File: config.mk
export PLATFORM = sky130hd
export DESIGN_NAME = grover_invert_mean_seq
export DESIGN_NICKNAME = d
export VERILOG_FILES = /design/src/rtl/grover_pkg.sv /design/src/rtl/grover_sample_buf.sv /design/src/rtl/grover_invert_mean_seq.sv
export SDC_FILE = /design/constraint.sdc
export NUM_CORES = 1
export LEC_CHECK = 0
export CORE_ASPECT_RATIO = 0.5
export CORE_MARGIN = 4
export CORE_UTILIZATION = 30
export CTS_CLUSTER_DIAMETER = 60
export DETAILED_ROUTE_END_ITERATION = 10
export HOLD_SLACK_MARGIN = 0.1
export PLACE_DENSITY = 0.55
export RECOVER_POWER = 25
export SKIP_CTS_REPAIR_TIMING = 1
export SLEW_MARGIN = 20
export SYNTH_ARGS = -nofsm -noshare
export SYNTH_HDL_FRONTEND = slang
export SYNTH_SLANG_ARGS = --single-unit
File: constraint.sdc
create_clock -name clk -period 6.85 [get_ports clk]
set_input_delay 1.37 -clock clk [delete_from_list [all_inputs] [get_ports clk]]
set_output_delay 1.37 -clock clk [all_outputs]
set_load 0.01 [all_outputs]
File: src/rtl/grover_pkg.sv
// Shared definitions for the grover_invert_mean_seq block.
// Contents:
//   state_t   - frame sequencer states (LOAD, CALC, EMIT)
//   acc_width - width of the running-sum accumulator (DATA_W + NUM_BIT),
//               wide enough to add N = 2**NUM_BIT signed samples without overflow
package grover_pkg;

  typedef enum logic [1:0] {
    LOAD = 2'd0,
    CALC = 2'd1,
    EMIT = 2'd2
  } state_t;

  function automatic int acc_width(input int data_w, input int num_bit);
    return data_w + num_bit;
  endfunction

endpackage

File: src/rtl/grover_sample_buf.sv
// Sample buffer for one frame of grover_invert_mean_seq.
// One synchronous write port and one combinational read port; the array is
// intentionally not reset (a frame is always fully rewritten before it is read).
// Ports:
//   clk     - write clock
//   i_we    - write enable
//   i_waddr - write address
//   i_wdata - write data
//   i_raddr - read address
//   o_rdata - read data (combinational)
module grover_sample_buf
  import grover_pkg::*;
#(
  parameter int NUM_BIT = 3,
  parameter int DATA_W  = 8
) (
  input  logic               clk,
  input  logic               i_we,
  input  logic [NUM_BIT-1:0] i_waddr,
  input  logic [DATA_W-1:0]  i_wdata,
  input  logic [NUM_BIT-1:0] i_raddr,
  output logic [DATA_W-1:0]  o_rdata
);

  localparam int N = 2 ** NUM_BIT;

  logic [DATA_W-1:0] r_mem [N];

  // Store an accepted sample.
  always_ff @(posedge clk) begin
    if (i_we) begin
      r_mem[i_waddr] <= i_wdata;
    end
  end

  assign o_rdata = r_mem[i_raddr];

endmodule

File: src/rtl/grover_invert_mean_seq.sv
// grover_invert_mean_seq: "inversion about the mean" over frames of N = 2**NUM_BIT
// signed samples. A frame is loaded, 2*mean is computed in one cycle, then every
// sample x is emitted as 2*mean - x in arrival order. Frames never overlap.
//
// Optional feature: define GROVER_INVERT_MEAN_SAT_EN to saturate out_data to the
// DATA_W signed range; otherwise the low DATA_W bits are emitted (wrap).
//
// Ports:
//   clk        - clock, rising edge
//   rst        - asynchronous active-high reset (drops any partial frame)
//   in_valid   - input sample valid
//   in_ready   - input accepted this cycle (LOAD only)
//   in_data    - signed input sample
//   out_valid  - output sample valid (EMIT only)
//   out_ready  - downstream accepts output
//   out_data   - signed 2*mean - x, zero when out_valid is low
//   out_last   - last output of the frame
//   busy       - frame in progress (not LOAD, or samples already loaded)
module grover_invert_mean_seq
  import grover_pkg::*;
#(
  parameter int NUM_BIT = 3,
  parameter int DATA_W  = 8
) (
  input  logic              clk,
  input  logic              rst,
  input  logic              in_valid,
  output logic              in_ready,
  input  logic [DATA_W-1:0] in_data,
  output logic              out_valid,
  input  logic              out_ready,
  output logic [DATA_W-1:0] out_data,
  output logic              out_last,
  output logic              busy
);

  localparam int ACC_W = acc_width(DATA_W, NUM_BIT);
  localparam int TM_W  = DATA_W + 2;
  localparam int N     = 2 ** NUM_BIT;
  localparam logic [NUM_BIT-1:0] LAST_IDX = NUM_BIT'(N - 1);

  state_t                    r_state;
  state_t                    w_state_nxt;
  logic signed [ACC_W-1:0]   r_sum;
  logic signed [TM_W-1:0]    r_two_mean;
  logic        [NUM_BIT-1:0] r_wr_idx;
  logic        [NUM_BIT-1:0] r_rd_idx;

  logic                      w_in_fire;
  logic                      w_out_fire;
  logic                      w_frame_done;
  logic        [DATA_W-1:0]  w_rd_data;
  logic signed [ACC_W-1:0]   w_in_ext;
  logic signed [ACC_W+1:0]   w_sum_wide;
  logic signed [TM_W-1:0]    w_rd_ext;
  logic signed [TM_W-1:0]    w_diff;
  logic        [DATA_W-1:0]  w_narrow;

`ifdef GROVER_INVERT_MEAN_SAT_EN
  localparam logic signed [TM_W-1:0] SAT_MAX = TM_W'((2 ** (DATA_W - 1)) - 1);
  localparam logic signed [TM_W-1:0] SAT_MIN = TM_W'(-(2 ** (DATA_W - 1)));

  function automatic logic [DATA_W-1:0] sat_narrow(input logic signed [TM_W-1:0] v);
    logic [DATA_W-1:0] res;
    if (v > SAT_MAX) begin
      res = DATA_W'(SAT_MAX);
    end else if (v < SAT_MIN) begin
      res = DATA_W'(SAT_MIN);
    end else begin
      res = DATA_W'(v);
    end
    return res;
  endfunction
`endif

  // Handshake decode; in_ready/out_valid are pure state decodes.
  assign in_ready     = (r_state == LOAD);
  assign out_valid    = (r_state == EMIT);
  assign w_in_fire    = in_valid && in_ready;
  assign w_out_fire   = out_valid && out_ready;
  assign w_frame_done = w_out_fire && (r_rd_idx == LAST_IDX);

  assign w_in_ext   = {{NUM_BIT{in_data[DATA_W-1]}}, in_data};
  // Two guard bits so the floor shift also works when NUM_BIT = 1 (ACC_W < TM_W).
  assign w_sum_wide = {{2{r_sum[ACC_W-1]}}, r_sum};
  assign w_rd_ext   = {{2{w_rd_data[DATA_W-1]}}, w_rd_data};
  assign w_diff     = r_two_mean - w_rd_ext;

`ifdef GROVER_INVERT_MEAN_SAT_EN
  assign w_narrow = sat_narrow(w_diff);
`else
  assign w_narrow = DATA_W'(w_diff);
`endif

  // The buffer is only read in EMIT, where rd_idx cannot change while stalled,
  // so out_data and out_last hold under back-pressure without extra registers.
  assign out_data = out_valid ? w_narrow : {DATA_W{1'b0}};
  assign out_last = out_valid && (r_rd_idx == LAST_IDX);
  assign busy     = (r_state != LOAD) || (r_wr_idx != {NUM_BIT{1'b0}});

  grover_sample_buf #(
    .NUM_BIT (NUM_BIT),
    .DATA_W  (DATA_W)
  ) u_buf (
    .clk     (clk),
    .i_we    (w_in_fire),
    .i_waddr (r_wr_idx),
    .i_wdata (in_data),
    .i_raddr (r_rd_idx),
    .o_rdata (w_rd_data)
  );

  // Frame sequencer state register.
  always_ff @(posedge clk or posedge rst) begin
    if (rst) begin
      r_state <= LOAD;
    end else begin
      r_state <= w_state_nxt;
    end
  end

  // Frame sequencer next-state logic.
  always_comb begin
    w_state_nxt = r_state;
    case (r_state)
      LOAD: begin
        if (w_in_fire && (r_wr_idx == LAST_IDX)) begin
          w_state_nxt = CALC;
        end else begin
          w_state_nxt = LOAD;
        end
      end
      CALC: begin
        w_state_nxt = EMIT;
      end
      EMIT: begin
        if (w_frame_done) begin
          w_state_nxt = LOAD;
        end else begin
          w_state_nxt = EMIT;
        end
      end
      default: begin
        w_state_nxt = LOAD;
      end
    endcase
  end

  // Running sum and write index; both return to zero when a frame completes.
  always_ff @(posedge clk or posedge rst) begin
    if (rst) begin
      r_sum    <= {ACC_W{1'b0}};
      r_wr_idx <= {NUM_BIT{1'b0}};
    end else if (w_frame_done) begin
      r_sum    <= {ACC_W{1'b0}};
      r_wr_idx <= {NUM_BIT{1'b0}};
    end else if (w_in_fire) begin
      r_sum    <= r_sum + w_in_ext;
      r_wr_idx <= r_wr_idx + NUM_BIT'(1);
    end
  end

  // 2*mean = floor(sum / 2**(NUM_BIT-1)); arithmetic shift gives floor rounding.
  always_ff @(posedge clk or posedge rst) begin
    if (rst) begin
      r_two_mean <= {TM_W{1'b0}};
    end else if (r_state == CALC) begin
      r_two_mean <= TM_W'(w_sum_wide >>> (NUM_BIT - 1));
    end
  end

  // Read index advances on each accepted output and wraps at frame end.
  always_ff @(posedge clk or posedge rst) begin
    if (rst) begin
      r_rd_idx <= {NUM_BIT{1'b0}};
    end else if (w_frame_done) begin
      r_rd_idx <= {NUM_BIT{1'b0}};
    end else if (w_out_fire) begin
      r_rd_idx <= r_rd_idx + NUM_BIT'(1);
    end
  end

endmodule

* Word-level counts from Yosys, hierarchy flattened
Memory sizes are Yosys's and may differ from the RTL's.
Cells that the tools add are included.
** Word-level totals
- Flip-flop bits (word level) :: 27
- RAM bits :: 64
- Logic and storage cells :: 37
- Memories kept :: 1
** Operators by class
- Add/subtract/negate cells :: 4
- Eq/ne operators :: 4
- Muxes and demuxes :: 12
- Reductions and logical operators :: 11
** Memories
- u_buf.r_mem :: depth 8, bits a word 8, rd ports 1, clocked after Yosys merged registers in 0, wr ports 1, RTL line grover_sample_buf.sv:27 : logic [DATA_W-1:0] r_mem [N];
** Operator list (number)
- two-way mux 11 bit :: 2
- two-way mux 3 bit :: 4
- adder 11 x 8 -> 11 bit :: 1
- two-way mux 8 bit :: 1
- subtractor 8 bit :: 1
- adder 3 x 1 -> 3 bit, second input constant :: 2
- == test 3 bit, second input constant :: 2
- case mux 2 bit (3 select lines) :: 1
- nonzero test 2 bit :: 3
- logical AND 1 bit :: 5
- two-way mux 1 bit :: 3
- nonzero test 3 bit :: 1
- == test 2 x 1 -> 1 bit, second input constant :: 1
- == test 2 bit, second input constant :: 1
- logical NOT 2 bit :: 1
- two-way mux 2 bit :: 1
- logical OR 1 bit :: 1

* Logic depth before layout (Yosys ltp)
Gate-level depths: netlist of run 1.
- Depth in word-level cells :: 5
- Mapped depth :: 11
- Gate-level depth less buffers :: 10

* Cells and area by module
From an unflattened synthesis of run 1, not the netlist that was laid out.
** Second synthesis, totals
- Cell total of the unflattened synthesis :: 294
- Area total of the unflattened synthesis :: 4330.4 µm²
** By module, submodules not included
- grover_sample_buf :: times used 1, cells each 106, area an instance 2531.2 µm², sequential area each 1921.8 µm²
- grover_invert_mean_seq :: times used 1, cells each 188, area an instance 1799.2 µm², sequential area each 650.6 µm²

* Least setup slack after synthesis of run 1
OpenSTA, ideal clock, no wires.
- Kind :: reg-to-output
- From :: register r_rd_idx[0]
- To :: output out_data[6]
- Data arrival time :: 2.624 ns
- Setup slack :: 2.856 ns
- Cell stages (with the launch flop) :: 11
- Path buffers :: 2
- Path through :: dfrtp_1 > buf_6 > buf_2 > mux4_2 > mux2i_1 > fa_1 > a21o_1 > a21o_1 > a21oi_1 > or4b_1 > nand3_1
** On the way
- Cells in the longest elaborated chain, start to end :: 3
** RTL lines
- start, declared :: RTL line grover_invert_mean_seq.sv:47 : logic [NUM_BIT-1:0] r_rd_idx;
- start signal, assigned :: RTL line grover_invert_mean_seq.sv:175 : r_rd_idx <= {NUM_BIT{1'b0}};
- start signal, assigned :: RTL line grover_invert_mean_seq.sv:177 : r_rd_idx <= {NUM_BIT{1'b0}};
- start signal, assigned :: RTL line grover_invert_mean_seq.sv:179 : r_rd_idx <= r_rd_idx + NUM_BIT'(1);
- memory read (8 x 8 bit)
- subtractor 8 bit :: RTL line grover_invert_mean_seq.sv:87 : assign w_diff = r_two_mean - w_rd_ext;
- two-way mux 8 bit :: RTL line grover_invert_mean_seq.sv:97 : assign out_data = out_valid ? w_narrow : {DATA_W{1'b0}};
- end, declared :: RTL line grover_invert_mean_seq.sv:32 : output logic [DATA_W-1:0] out_data,
No other way between the ends.

* Final worst setup path of run 1
Same ends and word-level chain as after synthesis.

==> metrics.csv, run 1 <==
metric,value,unit
hp-class,reg -> reg,
vias,2739,
synth-main-ff-cell,edfxtp_1,
cpPeakStageDelay,770,ps
relSlewSlack,0.228,
syn_area,0.00440,mm²
clock_path_buffers,2,
place_inst,516,
place.port_buffers,23,
antenna_found_initial,0,
avgSynthCellArea,14.2,µm²
h-tree-depth,3,
ant_nets,0,
gp_congestion,0.842,
cp-start-kind,flop,
cts_made_buffers,9,
fin_crit,5380,ps
tightestPinTransition,1160,ps
worstPathCellList,"buf_4, mux4_1, mux2i_1, fa_1, a21o_1, a21o_1, a21oi_1, or4b_1, nand3_1, clkdlybuf4s50_1",
peakVddDrop,0.000149,V
outcome,completed,
die_h,93.6,µm
pin_count,24,
critPathBufInv,2,
crit_top_cell,a21o_1,
worstSkewPairLatency,340,ps
drive_gt1_frac,0.133,
grt_pass1_wl,15600,µm
synth_edf_count,64,
final_util,0.371,
rsz0062_at_grt,false,
ys_types,50,
areaGrowthSynthToFinish,17.8,%
grt_overflow_total,0,
finalCritPeriodShare,0.786,
synth.net_count,345,
chipWidth,179,µm
track_usage,0.126,
drt-pass1-iter-count,4,
grt_pass1_vias,2803,
syn_inst,309,
synth-seq-cells,90,
clock_skew,9.03,ps
clkSinkCount,90,
hold_violations,0,
leakage,1.95,nW
p_per_area,457,mW/mm²
required,5480,ps
drv_cap,0,
setup_tns,0,ps
crit_path_end_kind,output pin,
grt_max_degree,27,
clkTransAtPathRegs,60,ps
core,0.0140,mm²
hpwl,6880,µm
slew_viol_final,0,
fmax,0.186,GHz
root_buffer,clkbuf_16,
final_cells,531,
vias_per_cell,5.16,
async_reset_ff_frac,0.289,
crit_path_top_delay_cell,dfrtp_1,
cts_tree,yes,
nets,371,
setup_viol,0,
synth_warnings,0,
n_fill_cell,1323,
initial_utilization,0.315,
die_area,0.0168,mm²
initialDrtViolationCount,188,
drc_errors,0,
crit_arrival,4010,ps
cp_max_fo,11,
cp_top_family,multiplexers,
wl,9880,µm
reg2reg_slack,3970,ps
antenna_cells,0,
hold_slack,522,ps
routedWlPerCell,18.6,µm
row_count,30,
setup.worst_path.class,reg -> out,
synth_seq_area_share,0.585,
[worst paths after layout]
path,from,end,depth (start not counted)
max,r_rd_idx[0],out_data[6],10
min,r_two_mean[4],r_two_mean[4],1
max reg2reg,r_rd_idx[0],r_sum[8],8
min reg2reg,r_two_mean[4],r_two_mean[4],1
max in group asynchronous,rst,r_sum[3],2
min in group asynchronous,rst,r_two_mean[6],2
[Yosys cell counts, types with 3 or more instances]
cell | number | area [µm²]
nand2_1 | 20 | 75.1
nor3_1 | 11 | 55.1
mux2_2 | 11 | 124
a31oi_1 | 4 | 25.0
buf_2 | 3 | 15.0
a21o_1 | 8 | 60.1
inv_1 | 10 | 37.5
nor3b_1 | 8 | 60.1
nand2b_1 | 6 | 37.5
nor2_1 | 10 | 37.5
and2_1 | 3 | 18.8
mux4_2 | 10 | 225
mux2i_1 | 7 | 70.1
nand3_1 | 8 | 40.0
a22o_1 | 3 | 26.3
clkbuf_1 | 7 | 26.3
dfrtp_1 | 26 | 651
edfxtp_1 | 64 | 1920
o21ai_0 | 12 | 60.1
ha_1 | 22 | 275
a211oi_1 | 3 | 22.5
xnor2_1 | 3 | 26.3
mux4_1 | 6 | 158
xor2_1 | 4 | 35.0
a21oi_1 | 6 | 30.0
[placed cells by master (no fill, tap or decap), types with 4 or more instances in the layout]
cell type        synthesis  final
nand3_1                  8      8
mux4_2                  10     10
a21oi_1                  6      6
mux4_1                   6      6
mux2i_1                  7      7
a31oi_1                  4      4
nor3b_1                  8      7
xor2_1                   4      4
dfrtp_1                 26     26
nor3_1                  11      8
edfxtp_1                64     64
a21o_1                   8      8
nand2b_1                 6      6
buf_4                    1      4
o21ai_0                 12     12
nor2_1                  10     10
clkdlybuf4s50_1          0     20
inv_1                   10     10
ha_1                    22     22
nand2_1                 20     20
mux2_2                  11     11
clkbuf_16                0      9
[power by group]
part	switching, mW	internal, mW	leakage (nW)	total [mW]
clock	0.200	0.319	0.154	0.520
combinational	0.501	0.501	0.881	1.00
sequential	0.143	0.705	0.911	0.848
total	0.845	1.52	1.95	2.37
[metal layers]
metal  track usage  part of all wire  routed length, µm
met1         0.168              0.46               4530
met2         0.203              0.49               4850
met3        0.0388             0.045                440
met4        0.0317            0.0058                 57
met5             0                 0                  0
[flip-flops by register name (all words and copies together) (netlist names)]
signal	count
r_sum	10
r_rd_idx	3
r_two_mean	8
u_buf.r_mem	64
r_wr_idx	3
r_state	2
[worst register-to-register path, stage by stage (launching register included)]
cell and delay, ps:
dfrtp_1 770, buf_4 320, ha_1 170, ha_1 280, nand3_1 120, a21o_1 340, nand2_1 140, o311ai_0 120
or3b_2 490
[through the flow]
step	worst slack (ps)	area, µm²	power [mW]
6_report	1470	5180	2.37
5_1_grt	1160	5180	2.54
4_1_cts	1390	5180	2.39
3_5_place_dp	1790	4870	1.86
3_3_place_gp	1820	4870	1.83
2_1_floorplan	2860	4400	1.52
[final cells by class]
| cell class | instances | area (µm²) | share of cell area |
|---|---|---|---|
| flip-flops and latches | 90 | 2570 | 0.496 |
| multi-input cells | 196 | 1750 | 0.338 |
| repair buffers | 27 | 260 | 0.0502 |
| well taps | 192 | 240 | 0.0464 |
| clock buffers | 9 | 225 | 0.0435 |
| clock inverters | 6 | 90.1 | 0.0174 |
| inverters | 11 | 41.3 | 0.00797 |
[cells by family after synthesis]
| kind of cell | count (synthesis) | synth area share |
|---|---|---|
| mux | 34 | 0.131 |
| simple gates | 85 | 0.107 |
| compound gates | 46 | 0.0682 |
| flops | 90 | 0.585 |
| buf+inv | 23 | 0.0230 |
| xor+xnor | 7 | 0.0139 |
| fa+ha+maj | 24 | 0.0717 |
Note: power is estimated with default switching activity, not from simulation.
==> run 2: changes to the inputs <==
==> constraint.sdc (replaced) <==
create_clock -name clk -period 5.3 [get_ports clk]
set_input_delay 1.06 -clock clk [delete_from_list [all_inputs] [get_ports clk]]
set_output_delay 1.06 -clock clk [all_outputs]
set_load 0.01 [all_outputs]
==> run 2 against run 1 <==
Effect of this change:
- count of clock-buffer cells in the layout unchanged
- non-clock buffer count up 5
- die area unchanged
- combinational power up 32%
- power up 25%
- critical path depth up 1
- largest power group unchanged
- highest routed layer unchanged
==> metrics.csv, run 2 (synthesis gave the netlist of run 1 again) <==
metric,value,unit,change
h-tree-depth,3,,unchanged
cts_tree,yes,,
initialDrtViolationCount,125,,-34%
wl_met2,4440,µm,-8.5%
p_per_area,575,mW/mm²,+26%
slew_viol_final,0,,unchanged
leakage,1.95,nW,+0.20%
drive_gt1_frac,0.133,,+0.000590
met3RoutedLength,400,µm,-9.1%
ant_nets,0,,unchanged
finalCritPeriodShare,0.918,,
row_count,30,,unchanged
antenna_found_initial,0,,unchanged
drt-met1-wl,4410,µm,-2.5%
gp_congestion,0.828,,-1.6%
fmax,0.206,GHz,
initial_utilization,0.315,,unchanged
die_area,0.0168,mm²,unchanged
routedWlPerCell,17.5,µm,-5.9%
most-common-layout-cells,"64 x edfxtp_1, 26 x dfrtp_1, 22 x ha_1",,
relSlewSlack,0.263,,+0.0350
core,0.0140,mm²,unchanged
setup_viol,0,,unchanged
antenna_cells,0,,unchanged
vias_per_cell,5.04,,-2.4%
setup_tns,0,ps,unchanged
areaGrowthSynthToFinish,17.3,%,
largest-register,u_buf.r_mem,,
dr.max_layer_used,met4,,
clock_skew,5.25,ps,-3.78 ps
grt_pass1_vias,2671,,-4.7%
vias,2704,,-1.3%
largest_reg_flops,64,,unchanged
setup_ws,437,ps,-1030 ps
place_ws,785,ps,-1000 ps
hold_violations,0,,unchanged
grt_max_degree,27,,unchanged
wl,9400,µm,-4.9%
clkTransAtPathRegs,70,ps,about the same
fin_crit,4860,ps,
cp-start-kind,flop,,
clkSinkCount,90,,unchanged
clock_path_buffers,2,,unchanged
track_usage,0.120,,-0.00623
grt_overflow_total,0,,unchanged
drc_errors,0,,unchanged
cp_max_fo,18,,+7
place.port_buffers,23,,unchanged
layout_commonest_cell,edfxtp_1,,
pin_count,24,,unchanged
worstSkewPairLatency,340,ps,about the same
crit_arrival,3800,ps,-210 ps
drv_cap,0,,unchanged
largestRegisters,"u_buf.r_mem: 64 flops, r_sum: 10 flops, r_two_mean: 8 flops",,
peakVddDrop,0.000185,V,+24%
cts_made_buffers,9,,unchanged
crit_path_end_kind,output pin,,
tightestPinTransition,1100,ps,-52.4 ps
rsz0062_at_grt,false,,
die_h,93.6,µm,unchanged
grt_pass1_wl,14800,µm,-5.1%
required,4240,ps,-1240 ps
nets,376,,+1.3%
setup.worst_path.class,reg -> out,,
hp-class,reg -> reg,,
chipWidth,179,µm,unchanged
hpwl,6590,µm,-4.2%
drt-pass1-iter-count,4,,unchanged
outcome,completed,,
root_buffer,clkbuf_16,,
[run 2: final timing paths]
check	cells past startpoint	endpoint	start	slack, ps
worst max register to register	7	r_sum[8]	r_rd_idx[1]	2580
worst min-delay path	1	r_sum[0]	r_sum[0]	510
worst max-delay path	11	out_data[6]	r_rd_idx[1]	440
max in group asynchronous	2	r_two_mean[4]	rst	3180
min in group asynchronous	2	r_rd_idx[1]	rst	1450
worst min register to register	1	r_sum[0]	r_sum[0]	510
[run 2: final cells by class]
type | instances | area (µm²)
Multi-Input combinational cell | 196 | 1730
Clock inverter | 7 | 51.3
Clock buffer | 9 | 225
Sequential cell | 90 | 2570
Timing Repair Buffer | 32 | 298
Tap cell | 192 | 240
Inverter | 11 | 41.3
Fill cell | 1320 | 8800
[run 2: worst max-delay path, cell delays in order, from the launching register on]
cell and delay, ps:
dfrtp_1 830, mux4_1 390, mux2_2 290, ha_1 180
inv_1 70, fa_1 210, a21o_1 140, a21o_1 140
a21oi_1 90, or4b_1 480, nand3_1 90, clkdlybuf4s50_1 530
[run 2: report_power, final]
part | switching [mW] | total [mW] | internal [mW]
Combinational | 0.670 | 1.32 | 0.654
Clock | 0.270 | 0.591 | 0.321
Sequential | 0.142 | 1.05 | 0.911
[run 2: stage by stage]
step | power [mW] | cell area, µm² | cells | utilization | hold WS [ps]
global route | 3.18 | 5160 | 537 | 0.370 | 525
CTS | 3.00 | 5160 | 537 | 0.370 | 511
detailed placement | 2.40 | 4880 | 521 | 0.350 | 493
floorplan | 1.96 | 4400 | 309 | - | 470
global placement | 2.37 | 4880 | 521 | 0.350 | 493
finish | 2.97 | 5160 | 537 | 0.370 | 512
[run 2: per-layer routing]
| metal | up-vias | global-route usage |
|---|---|---|
| met5 | - | 0 |
| met4 | 0 | 0.0393 |
| met3 | 18 | 0.0347 |
| met2 | 74 | 0.188 |
| met1 | 1349 | 0.161 |
| li1 | 1263 | - |
